==> src/rtl/param_seq_detector.sv <==
// param_seq_detector: KMP-style Moore detector for a configurable serial pattern,
// with selectable overlap and a saturating match counter.
module param_seq_detector #(
  parameter int PAT_LEN = 4,
  parameter logic [PAT_LEN-1:0] PATTERN = 4'b1100,
  parameter int CNT_W = 8
) (
  input  logic             clk,
  input  logic             rst,
  input  logic             in_valid,
  input  logic             in_seq,
  input  logic             overlap_en,
  input  logic             cnt_clr,
  output logic             det_out,
  output logic [CNT_W-1:0] det_count
);
  localparam int SW = $clog2(PAT_LEN + 1);
  localparam int NS = 2 ** SW;
  function automatic bit pat(input int i);
    return PATTERN[PAT_LEN-1-i];
  endfunction
  // Longest pattern prefix that is a suffix of (first k pattern bits + b).
  function automatic int delta(input int k, input int b);
    int r;
    bit ok;
    bit sb;
    r = 0;
    for (int j = k + 1; j >= 1; j--) begin
      if (r == 0) begin
        ok = 1'b1;
        for (int t = 0; t < j; t++) begin
          sb = (k + 1 - j + t < k) ? pat(k + 1 - j + t) : bit'(b);
          if (sb != pat(t)) ok = 1'b0;
        end
        if (ok) r = j;
      end
    end
    return r;
  endfunction
  function automatic int border();
    int r;
    bit ok;
    r = 0;
    for (int j = PAT_LEN - 1; j >= 1; j--) begin
      if (r == 0) begin
        ok = 1'b1;
        for (int t = 0; t < j; t++)
          if (pat(t) != pat(PAT_LEN - j + t)) ok = 1'b0;
        if (ok) r = j;
      end
    end
    return r;
  endfunction
  localparam logic [SW-1:0] FULL = SW'(PAT_LEN);
  localparam logic [SW-1:0] BORDER = SW'(border());
  if (PAT_LEN < 2 || PAT_LEN > 16) begin : g_bad
    $error("PAT_LEN must be in 2..16");
  end
  logic [SW-1:0] tbl [2][NS];
  for (genvar k = 0; k < NS; k++) begin : g_tbl
    for (genvar b = 0; b < 2; b++) begin : g_bit
      if (k < PAT_LEN) begin : g_live
        assign tbl[b][k] = SW'(delta(k, b));
      end else begin : g_dead
        assign tbl[b][k] = '0;
      end
    end
  end
  logic [SW-1:0] state, cur, nxt;
  always_ff @(posedge clk)
    state <= rst ? '0 : nxt;
  // From the full-match state, resume at the border (overlap) or at zero.
  always_comb begin
    cur = (state == FULL) ? (overlap_en ? BORDER : '0) : state;
    nxt = in_valid ? tbl[in_seq][cur] : state;
  end
  always_comb det_out = (state == FULL);
  always_ff @(posedge clk)
    if (rst || cnt_clr) det_count <= '0;
    else if (in_valid && nxt == FULL && det_count != '1) det_count <= det_count + 1'b1;
endmodule

==> config.mk <==
export PLATFORM = sky130hd
export DESIGN_NAME = param_seq_detector
export DESIGN_NICKNAME = d
export VERILOG_FILES = /design/src/rtl/param_seq_detector.sv
export SDC_FILE = /design/constraint.sdc
export NUM_CORES = 1
export LEC_CHECK = 0
export CAP_MARGIN = 10
export CORE_MARGIN = 4
export CORE_UTILIZATION = 30
export DETAILED_ROUTE_END_ITERATION = 8
export DONT_BUFFER_PORTS = 1
export GPL_TIMING_DRIVEN = 0
export MAX_ROUTING_LAYER = met4
export PLACE_DENSITY = 0.42
export SLEW_MARGIN = 20
export SYNTH_ARGS = -nofsm -noshare
export SYNTH_HDL_FRONTEND = slang
export SYNTH_SLANG_ARGS = --single-unit
==> constraint.sdc <==
create_clock -name clk -period 3.2 [get_ports clk]
set_clock_uncertainty 0.1 [all_clocks]
set_input_delay 0.16 -clock clk [delete_from_list [all_inputs] [get_ports clk]]
set_output_delay 0.16 -clock clk [all_outputs]
set_load 0.01 [all_outputs]
==> results.yml, run 1 <==
yosys:
  ys_seq_area_share_pct: 34.71
  synth_flop_cell: "dfxtp_1"
  yosysTopAreaCell: "dfxtp_1"
  syn_inst: 69
  synth.distinct_cells: 29
  synth_nets: 77
  synth-edff-count: 0
  synth_most_common_cell: "dfxtp_1"
  async_flop_share_pct: 0
  synth_top_cells_by_count: "dfxtp_1, nor2_1, xnor2_1"
  syn_avg_cell_area_um2: 9.194
  yosys_register_bits: 11
  ys.warnings.count: 0
  synthTopCellsByArea: "dfxtp_1, xnor2_1, nor3_2, o2111ai_4, ha_1"
  synth.top_cell.area_share_pct: 34.71
  syn_area_um2: 634.4
cells_and_area:
  fin_nets: 84
  diodes: 0
  drive_gt1_share_pct: 16.00
  finalNonFillerCells: 102
  area_growth_pct: 12.62
timing:
  timing.fmax_mhz: 497.4
  setup_slack_ns: 1.190
  finalSetupTns_ns: 0
  slew_headroom_pct: 60.16
  holdWs_ns: 0.007962
  period_share_pct: 62.82
  tightest_slew_ns: 0.5936
  drv_slew: 0
  setup_viol: 0
  layout_min_cycle_time_ns: 2.010
  hold_viol_final: 0
  grt_setup_unrepaired: "false"
critical_path:
  required_ns: 3.29
  max_stage_delay_ns: 0.41
  crit_chain: "inv_1 > ha_1 > nand4b_1 > o21ai_1 > nor3_2 > nand3b_1 > a211oi_2"
  cp.arrival_ns: 2.10
  critical_path.max_fanout: 7
  worstSetupPathType: "reg -> reg"
  start_kind: "register"
  critPathSlowestCell: "dfxtp_1"
  critPathCaptureType: "register"
placed_design:
  gp_congestion: 0.7398
  place_ws_ns: 1.209
  dp.cells: 96
  portBuffers: 0
  dp_hpwl_um: 974.2
grt:
  grtUsageTotal_pct: 11.68
  antenna_found_initial: 0
  grt_pass1_vias: 514
  grt_first_pass_wirelength_um: 2325
  grt_overflow: 0
  grt_max_degree: 11
min_path:
  hp-class: "in -> reg"
route:
  num_vias: 512
  first_pass_iters: 4
  ant_nets: 0
  drt_iter0_markers: 5
  via_per_inst: 5.020
  drc: 0
  wl_per_cell_um: 12.84
  routed_wl_um: 1310
clock_tree:
  cts_tree: "built"
  clock_path_buffers: 2
  cts.clk_slew.worst_paths_ns: 0.07
  clk_latency_ns: 0.27
  cts_sinks: 11
  postCtsSetupBuffers: 0
  cts_root_buffer: "clkbuf_4"
  htree_levels: 1
  cts_buffers: 3
floorplanning:
  core_um2: 1982
  die_h_um: 53.99
  rows: 16
  die_area_um2: 2914
  start_util_pct: 32.01
  die_width_um: 53.99
  pin_count: 15
power_and_ir_drop:
  power_density_nw_per_um2: 359.0
  leakagePower_nw: 0.2114
  ir_drop_mv: 0.2579
run:
  maxCapViolCount: 0
run_status:
  status: "finished clean"
layout make-up:
cell class / instances / area [µm²]
tap: 27 / 33.78
multi-input combinational: 52 / 391.6
inverter: 4 / 15.01
timing repair buffer: 2 / 20.02
sequential: 11 / 220.2
buffer: 2 / 7.507
clock buffer: 4 / 26.28
fill: 209 / 1267
placed cells by master, fill, tap and decap left out, drive strengths merged:
cell type	Yosys	routed
o21ai	2	2
nand2	3	3
nand3b	1	1
nand3	3	3
a211oi	1	1
nand4b	1	1
a21bo	1	1
dfxtp	11	11
inv	4	4
buf	1	1
ha	2	2
nor3	8	8
nor3b	1	1
nand2b	3	3
a32oi	1	1
a21oi	2	2
xnor2	6	6
nor2	6	6
clkbuf	1	5
mux2i	1	1
nor4	5	5
and3b	1	1
o2111ai	1	1
nand4	1	1
dlygate4sd3	0	2
and4	2	2
sequential cells by signal, summed over array words and instances, names as in the netlist:
| signal | cells |
|---|---|
| det_count | 8 |
| state | 3 |
path summary, 6_finish.rpt:
path | to | startpoint | cells after the start | slack (ns)
setup / recovery | det_count[7] | state[0] | 7 | 1.19
hold / removal | state[1] | in_valid | 3 | 0.008
setup reg to reg | det_count[7] | state[0] | 7 | 1.19
hold reg to reg | state[2] | state[2] | 2 | 0.46
through the flow:
stage / util [%] / power, mW / cell area (µm²)
after global placement: 33.71 / 0.1636 / 668.1
final: 36.05 / 0.2565 / 714.4
after global routing: 36.05 / 0.2755 / 714.4
after detailed placement: 33.71 / 0.1639 / 668.1
after CTS: 36.05 / 0.2620 / 714.4
after floorplan: - / 0.1596 / 634.4
critical path, delay by kind of cell (launching register included):
kind	cells	cell delay, ns
buf+inv	1	0.08
fa+ha+maj	1	0.27
flops	1	0.41
compound gates	2	0.44
simple gates	3	0.63
report_power, final:
group / switching (mW) / internal (mW)
clock: 0.0454 / 0.0483
sequential: 0.00245 / 0.138
combinational: 0.0147 / 0.00729
repair_timing:
| item | 4_1_cts | 5_1_grt |
|---|---|---|
| hold endpoints to repair | 2 | 0 |
| hold buffers | 2 | 0 |
| gates resized for setup | 0 | 0 |
routing by layer:
| layer | wire, µm | vias up | track usage (%) |
|---|---|---|---|
| met1 | 654 | 234 | 14.19 |
| met3 | 88 | 2 | 6.094 |
| met2 | 557 | 11 | 17.14 |
| li1 | - | 265 | - |
| met5 | 0 | - | - |
| met4 | 9 | 0 | 2.490 |
logic make-up after synthesis:
group | Yosys count | synth area share [%]
mux | 1 | 1.578
xor+xnor | 6 | 8.284
fa+ha+maj | 2 | 3.944
compound gates | 8 | 12.82
simple gates | 35 | 35.11
buf+inv | 6 | 3.548
flops | 11 | 34.71
Note: power is estimated with default switching activity, not from simulation.
==> run 2: changes to the inputs <==
==> constraint.sdc (replaced) <==
create_clock -name clk -period 1.9 [get_ports clk]
set_clock_uncertainty 0.1 [all_clocks]
set_input_delay 0.095 -clock clk [delete_from_list [all_inputs] [get_ports clk]]
set_output_delay 0.095 -clock clk [all_outputs]
set_load 0.01 [all_outputs]
==> results.yml, run 2 (synthesis gave the netlist of run 1 again) <==
run_status:
  status: "finished, violations left"
  violations: "negative hold slack"
critical_path:
  start_kind: "register"
  critPathSlowestCell: "nor4_1"
  crit_family: "simple AND/OR/NAND/NOR gates"
  critPathCaptureType: "register"
  worstSetupPathType: "reg -> reg"
  critical_path_buf_inv_count: 1
  cp.arrival_ns: 1.86
  required_ns: 1.94
  critical_path.max_fanout: 7
  max_stage_delay_ns: 0.38
  crit_chain: "inv_1 > ha_1 > nand4b_1 > o21ai_4 > nor4_1 > xnor2_1 > nor3_1"
power_and_ir_drop:
  seq_power_share_pct: 53.8
  leakagePower_nw: 0.2135
  ir_drop_mv: 0.4394
  clockPowerShare_pct: 36.3
  power_density_nw_per_um2: 576.6
  combPwrFrac_pct: 9.9
  p_switching_mw: 0.1108
  p_sw_share_pct: 25.17
  p_int_mw: 0.3293
placed_design:
  dp_hpwl_um: 974.2
  gp_congestion: 0.7398
  dp.cells: 96
  placed_area_um2: 668.1
  portBuffers: 0
cells_and_area:
  mostFrequentLayoutCell: "dfxtp_1"
  largest_reg_flops: 8
  nFillCells: 205
  drive_gt1_share_pct: 25.00
  area_growth_pct: 20.32
  regMostFlops: "det_count"
  register_area_um2: 226.5
  finalNonFillerCells: 103
  final_cell_mix: "dfxtp_1, xnor2_1, nor2_1"
  fin_nets: 85
  multi_input_comb_area_um2: 424.2
  largestRegisters: "det_count: 8 flops, state: 3 flops"
  stdcell_area_um2: 763.2
  diodes: 0
floorplanning:
  core_um2: 1982
  start_util_pct: 32.01
  die_h_um: 53.99
  rows: 16
  die_area_um2: 2914
  die_width_um: 53.99
  pin_count: 15
clock_tree:
  clk_latency_ns: 0.27
  cts_root_buffer: "clkbuf_4"
  cts_tree: "built"
  clock_path_buffers: 2
  cts_buffers: 3
  cts.clk_slew.worst_paths_ns: 0.07
  htree_levels: 1
  cts_sinks: 11
grt:
  grt_first_pass_wirelength_um: 2394
  grtUsageTotal_pct: 11.91
  grt_pass1_vias: 531
  antenna_found_initial: 0
  grt_overflow: 0
  grt_max_degree: 11
timing:
  holdWs_ns: -0.01048
  grt_setup_unrepaired: "false"
  period_share_pct: 96.08
  hold_viol_final: 1
  layout_min_cycle_time_ns: 1.826
  setup_viol: 0
  timing.fmax_mhz: 547.8
  slew_headroom_pct: 63.81
  drv_slew: 0
  tightest_slew_ns: 0.5429
route:
  routed_wl_um: 1339
  ant_nets: 0
  num_vias: 523
  drt_iter0_markers: 1
  drc: 0
  wl_per_cell_um: 13.00
  via_per_inst: 5.078
  first_pass_iters: 4
min_path:
  hp-class: "in -> reg"
run:
  maxCapViolCount: 0
-- run 2: cell type report --
class	instances	share of cell area (%)
multi-input cells	52	55.57
flip-flops and latches	11	29.67
plain buffers	2	0.9836
well taps	27	4.426
clock buffers	4	3.443
repair buffers	3	3.934
inverters	4	1.967
-- run 2: final timing paths --
check	slack, ns	cells past startpoint	end	from
hold / removal	-0.01	3	state[0]	in_valid
hold reg to reg	0.47	2	state[2]	state[2]
setup reg to reg	0.07	7	det_count[2]	state[0]
setup / recovery	0.07	7	det_count[2]	state[0]
-- run 2: timing repair --
item,CTS,global route
hold buffers,3,0
pin swaps,1,5
resized for setup,2,8
setup buffers,0,0
setup endpoints to repair,7,7
hold endpoints to repair,3,0
-- run 2: per-stage QoR --
stage                     power [mW]  setup WS (ns)  utilization, %  TNS [ns]  hold slack, ns
after floorplan               0.2688         0.1399               -         0         0.05965
after global placement        0.2755       -0.05385           33.71   -0.1152         0.06192
after detailed placement      0.2761       -0.09058           33.71   -0.1965         0.06412
after CTS                     0.4452        0.01569           37.06         0         0.02534
after global routing          0.4707       0.001916           38.51         0         0.02920
final                         0.4401        0.07439           38.51         0        -0.01048
-- run 2: power groups by stage --
stage                     clock network [mW]  registers (mW)  logic, mW
after floorplan                            0           0.241     0.0277
after global placement                     0           0.242     0.0332
after detailed placement                   0           0.242     0.0340
after CTS                              0.167           0.237     0.0414
after global routing                   0.184           0.237     0.0498
final                                  0.160           0.237     0.0435
-- run 2: worst min-delay path: stages --
cell and delay, ns:
o21ai_4 0.08, nor2_1 0.11, nor2_1 0.04
-- run 2: layer usage --
layer	share of wire, %	vias up	GRT usage, %
met1	51	238	14.85
met4	0.90	0	2.490
met5	0	-	-
li1	-	271	-
met3	6.4	2	6.094
met2	42	12	17.14
==> run 3: changes to the inputs <==
--- a/config.mk
+++ b/config.mk
@@ -8,6 +8,7 @@
 export CAP_MARGIN = 10
 export CORE_MARGIN = 4
 export CORE_UTILIZATION = 30
+export CTS_BUF_LIST = sky130_fd_sc_hd__clkbuf_4 sky130_fd_sc_hd__clkbuf_8
 export DETAILED_ROUTE_END_ITERATION = 8
 export DONT_BUFFER_PORTS = 1
 export GPL_TIMING_DRIVEN = 0
==> results.yml, run 3 (synthesis gave the netlist of run 1 again) <==
cells_and_area:
  regMostFlops: "det_count"
  post-route-util_pct: 38.64
  largestRegisters: "det_count: 8 flops, state: 3 flops"
  largest_reg_flops: 8
  diodes: 0
  final_cell_mix: "dfxtp_1, xnor2_1, nor2_1"
  mostFrequentLayoutCell: "dfxtp_1"
  area_growth_pct: 20.71
  fin_nets: 86
  drive_gt1_share_pct: 25.97
route:
  num_vias: 516
  via_per_inst: 4.962
  wl_per_cell_um: 12.80
  wl_met1_um: 636
  drc: 0
  wl_met2_um: 592
  first_pass_iters: 2
  drt_iter0_markers: 8
  dr.max_layer_used: "met4"
  routed_wl_um: 1331
  ant_nets: 0
  dr_wl_met3_um: 89
clock_tree:
  cts_root_buffer: "clkbuf_4"
  cts_tree: "built"
  cts_buffers: 3
  clk_latency_ns: 0.27
  cts.clk_slew.worst_paths_ns: 0.07
  htree_levels: 1
  clock_path_buffers: 2
  cts_sinks: 11
placed_design:
  portBuffers: 0
  gp_congestion: 0.7398
  dp_hpwl_um: 974.2
critical_path:
  critPathCaptureType: "register"
  start_kind: "register"
  worstSetupPathType: "reg -> reg"
  cp-startpoint: "state[0]"
  r2r_cells: 7
  cp.arrival_ns: 1.81
  r2r-end: "det_count[2]"
  r2r_slack_ns: 0.13
  critical_path.max_fanout: 7
  r2r_start: "state[0]"
  required_ns: 1.94
timing:
  slew_headroom_pct: 64.90
  layout_min_cycle_time_ns: 1.770
  period_share_pct: 93.14
  timing.fmax_mhz: 565.1
  holdWs_ns: -0.01632
  drv_slew: 0
  grt_setup_unrepaired: "false"
  setup_viol: 0
  hold_viol_final: 1
  finalSetupTns_ns: 0
  tightest_slew_ns: 0.5266
power_and_ir_drop:
  ir_drop_mv: 0.4383
  leakagePower_nw: 0.2252
  power_density_nw_per_um2: 598.4
floorplanning:
  pin_count: 15
  die_width_um: 53.99
  die_h_um: 53.99
  die_area_um2: 2914
  start_util_pct: 32.01
  rows: 16
  core_um2: 1982
grt:
  grt_max_degree: 11
  grtUsageTotal_pct: 11.74
  grt_overflow: 0
  grt_first_pass_wirelength_um: 2394
  grt_pass1_vias: 531
  antenna_found_initial: 0
run_status:
  status: "finished, violations left"
  violations: "negative hold slack"
min_path:
  holdPathEnd: "state[0]"
  min-delay-start: "in_valid"
  hp-class: "in -> reg"
  min_path_cells: 3
run:
  maxCapViolCount: 0
==> run 3: changes by cell type in the layout (fill, tap and decap cells not counted), sizes merged <==
| cell | before | now |
|---|---|---|
| buf | 1 | 2 |
==> run 3: repair_timing <==
action	4_1_cts	5_1_grt
setup buffers	0	1
pin swaps	1	4
endpoints found under the hold margin	3	0
gates resized for setup	2	7
hold buffers	3	0
endpoints found under the setup margin	7	7
==> run 3: worst max path at each step <==
stage / end / slack (ns) / cells past startpoint
CTS: det_count[2] / 0.02 / 7
finish: det_count[2] / 0.13 / 7
global route: det_count[7] / 0.02 / 6
detailed placement: det_count[7] / -0.09 / 7
floorplan: det_count[7] / 0.14 / 7
global placement: det_count[7] / -0.05 / 7
==> run 3: worst max-delay path, stage by stage (launching register included) <==
cell and delay [ns]:
dfxtp_4 0.36, inv_2 0.05, ha_1 0.26, nand4b_1 0.14
o21ai_4 0.12, nor4_1 0.38, xnor2_1 0.17, nor3_1 0.06
==> run 3: final cells by class <==
| cell class | instances | area (µm²) |
|---|---|---|
| repair buffers | 4 | 37.54 |
| inverters | 4 | 15.01 |
| clock buffers | 4 | 30.03 |
| flip-flops and latches | 11 | 226.5 |
| multi-input cells | 52 | 415.4 |
| fillers | 203 | 1216 |
| well taps | 27 | 33.78 |
| plain buffers | 2 | 7.507 |
==> run 3: stage by stage <==
step	setup WS [ns]	hold slack (ns)	area, µm²	power (mW)	std cells
2_1_floorplan	0.1399	0.05965	634.4	0.2688	69
3_3_place_gp	-0.05385	0.06192	668.1	0.2755	96
3_5_place_dp	-0.09058	0.06412	668.1	0.2761	96
4_1_cts	0.01512	0.02534	738.2	0.4597	103
5_1_grt	0.01896	0.02224	765.7	0.4885	104
6_report	0.1303	-0.01632	765.7	0.4582	104
==> run 3: where the power goes <==
group          internal, mW  switching [mW]
logic                0.0173          0.0295
clock network        0.0957          0.0797
registers             0.233         0.00320
total                 0.346           0.112
==> run 3: layer usage <==
layer / GRT usage, % / up-vias
met5: - / -
met4: 2.490 / 0
met3: 6.094 / 2
met2: 17.54 / 12
met1: 14.03 / 235
li1: - / 267
